`config.mk`:
```
export PLATFORM = sky130hd
export DESIGN_NAME = bram_pattern_gen
export DESIGN_NICKNAME = d
export VERILOG_FILES = /design/src/rtl/bram_pattern_gen.sv
export SDC_FILE = /design/constraint.sdc
export NUM_CORES = 1
export LEC_CHECK = 0
export CAP_MARGIN = 25
export CORE_UTILIZATION = 27
export CTS_CLUSTER_DIAMETER = 40
export CTS_CLUSTER_SIZE = 12
export DETAILED_ROUTE_END_ITERATION = 16
export PLACE_DENSITY = 0.76
export SLEW_MARGIN = 20
export SYNTH_ARGS = -nofsm -noshare
export SYNTH_HDL_FRONTEND = slang
export SYNTH_SLANG_ARGS = --single-unit
```
`constraint.sdc`:
```
create_clock -name clk -period 0.8 [get_ports clk]
set_input_delay 0.16 -clock clk [delete_from_list [all_inputs] [get_ports clk]]
set_output_delay 0.16 -clock clk [all_outputs]
set_load 0.1 [all_outputs]
```
`src/rtl/bram_pattern_gen.sv`:
```
// Registered address-derived write pattern: zero-extended address XOR seed.
module bram_pattern_gen #(
  parameter int ADDR_SIZE = 16,
  parameter int DATA_W    = 32
) (
  input  logic                 clk,
  input  logic                 rstn,
  input  logic [ADDR_SIZE-1:0] addr,
  input  logic [DATA_W-1:0]    seed,
  output logic [DATA_W-1:0]    wdata
);
  always_ff @(posedge clk or negedge rstn) begin
    if (!rstn) wdata <= '0;
    else       wdata <= DATA_W'(addr) ^ seed;
  end
endmodule

```
==> summary.md <==
| Metric | Value |
|---|---|
| Power Density | 2020 nW/µm² |
| Max VDD drop | 1300 µV |
| Via total after detailed routing | around 700 |
| Die X | 61.0 µm |
| Routed WL per cell | between 10 and 15 µm |
| Num ports | a little over 80 |
| Drt pass-1 iters | 4 |
| Flops & latches, synth | 32 |
| Synth Cell Area | between 900 and 1000 µm² |
| Sequential cell area | 921 µm² |
| Initial antenna violation count | 0 |
| Syn Area/Cell | between 15 and 20 µm² |
| Status | finished, violations left |
| CTS Hold Buffers Added | 0 |
| Setup tns final | -10.91 ns |
| FMAX | 0.868 GHz |
| Max stage delay on crit path | about 0.5 ns |
| WP data required | between 0.6 and 0.7 ns |
| Max FFs per register | 32 |
| Synth cell types | 2 |
| Pwr Total | 4.72 mW |
| CTS tree | built |
| Post-Synthesis Cells | between 40 and 50 |
| Post-route cell area | between 2000 and 2500 µm² |
| Nets | between 150 and 200 |
| Critical-path top delay cell | dfrtp_4 |
| Final setup vio count | 32 |
| Pin count of the biggest net entering global routing | 33 |
| Clk sink count | 32 |
| Crit Path Max Fanout | 1 |
| Biggest regs | wdata: 32 flops |
| Final RePlAce weighted congestion | between 0.5 and 0.6 |
| Worst-Margin Slew | about 0.17 ns |
| Number of global-route vias before repair | 700 |
| Max cap viols | 0 |
| Placed inst area | around 2300 µm² |
| RSZ-0062 raised after global routing | yes |
| Sequential fraction of the synthesis area | ~85% |
| Tightest Hold Check Type | input pin to async pin |
| GR Layer Usage met3 | approximately 8% |
| Relative slew slack | between 80% and 90% |
| Failing checks | negative setup slack |
| Clock Root Buffer | clkbuf_4 |
| Hpwl dp | about 1800 µm |
| Die H | about 60 µm |
| DRC viols | 0 |
| Crit-path cells | buf_12 |
| Delay-heaviest family, CP | flip-flops |
| Met2 global-route usage | ~21% |
| Clock transition at the registers of the reported paths | 0.09 ns |
| Drt initial violations | 7 |
| Buffers plus inverters on the worst setup path | 1 |
| Max-slew violations | 0 |
| Fill cells | 239 |
| Leakage power | about 0.95 nW |
| Rows | 21 |
| Post-Syn Nets | 98 |
| First-pass GRT wire length | a little over 3000 µm |
| Drt via density | between 3 and 4 |
| Final ANT Viol Nets | 0 |
| Core Util, Final | 70.0% |
| N_diodes | 0 |
| Area Overhead vs Synth | 148% |
| Multi-input gate area | around 140 µm² |
| Setup crit end kind | output pin |
| Post-route setup slack | -0.352 ns |
| Crit Path Class | register to output pin |
| YS warnings | 0 |
| Final worst-path cycle share | 144% |
| Final min period | around 1.2 ns |
| Routed wire length | roughly 2100 µm |
| Top reg by flops | wdata |
| TritonCTS Buffers | 5 |
| Ratio of cells with drive above 1 in the final layout | between 50% and 60% |
| Starting Density | roughly 28% |
| Core ar. | roughly 3300 µm² |
| Die ar. | 3720 µm² |
| Startpoint types | register |
| Arr. time, crit path | 0.99 ns |
| GRT Max-Usage Layer | met2 |
| Final Hold Vio Count | 0 |
| GRT overflow | 0 |
| Global-route usage over all layers | about an eighth |
| Clk buf depth | 2 |
| H-tree depth | 2 |
| IO Port Bufs | 81 |
| Met1 Usage GRT | ~13% |
## stage by stage
step	hold slack, ns	setup slack (ns)	instances
final	0.198	-0.352	183
after global routing	0.205	-0.403	183
after CTS	0.190	-0.375	183
after detailed placement	0.541	-0.0951	176
after global placement	0.545	-0.0574	176
after floorplan	-0.136	0.0478	48
## kinds of logic (layout without fill, tap and decap cells)
logic type	after synthesis	count (layout)	share of synthesized area [%]
flip-flops	32	32	85.1
XOR/XNOR	16	16	14.9
buffers and inverters	0	89	0
## synthesized netlist by cell type
cell type | count | area share (%)
dfrtp_1 | 32 | 85
xor2_1 | 16 | 15
## worst paths after layout
path | from | end | slack (ns) | depth (start not counted)
max | wdata[12]$_DFF_PN0_ | wdata[12] | -0.35 | 1
min | rstn | wdata[9]$_DFF_PN0_ | 0.20 | 2
max in group asynchronous | rstn | wdata[15]$_DFF_PN0_ | 0.41 | 2
min in group clk | seed[21] | wdata[21]$_DFF_PN0_ | 0.26 | 1
## cell type report
type / count / share of cell area, %
Tap cell: 46 / 2.47
Multi-Input combinational cell: 16 / 6.00
Timing Repair Buffer: 82 / 49.3
Sequential cell: 32 / 39.4
Clock buffer: 7 / 2.79
## cells in the final DEF, fill, tap and decap left out
cell,synthesis,routed
dfrtp_4,0,32
xor2_1,16,16
clkbuf_8,0,2
clkbuf_4,0,5
buf_12,0,33
clkdlybuf4s50_1,0,49
## power breakdown
part	leakage (nW)	switching [mW]	internal, mW
sequential	0.344	0.105	1.82
combinational	0.570	1.08	0.728
clock	0.0374	0.493	0.498
## layer usage
| metal | wire [µm] | up-vias |
|---|---|---|
| met5 | 0 | - |
| met4 | 31 | 0 |
| met3 | 255 | 4 |
| met2 | 1150 | 54 |
| met1 | 690 | 318 |
| li1 | - | 321 |
## timing repair
item	4_1_cts	5_1_grt
resized for setup	0	0
endpoints found under the setup margin	32	32
buffers inserted	0	0
Power figures use the tool's default switching activity.
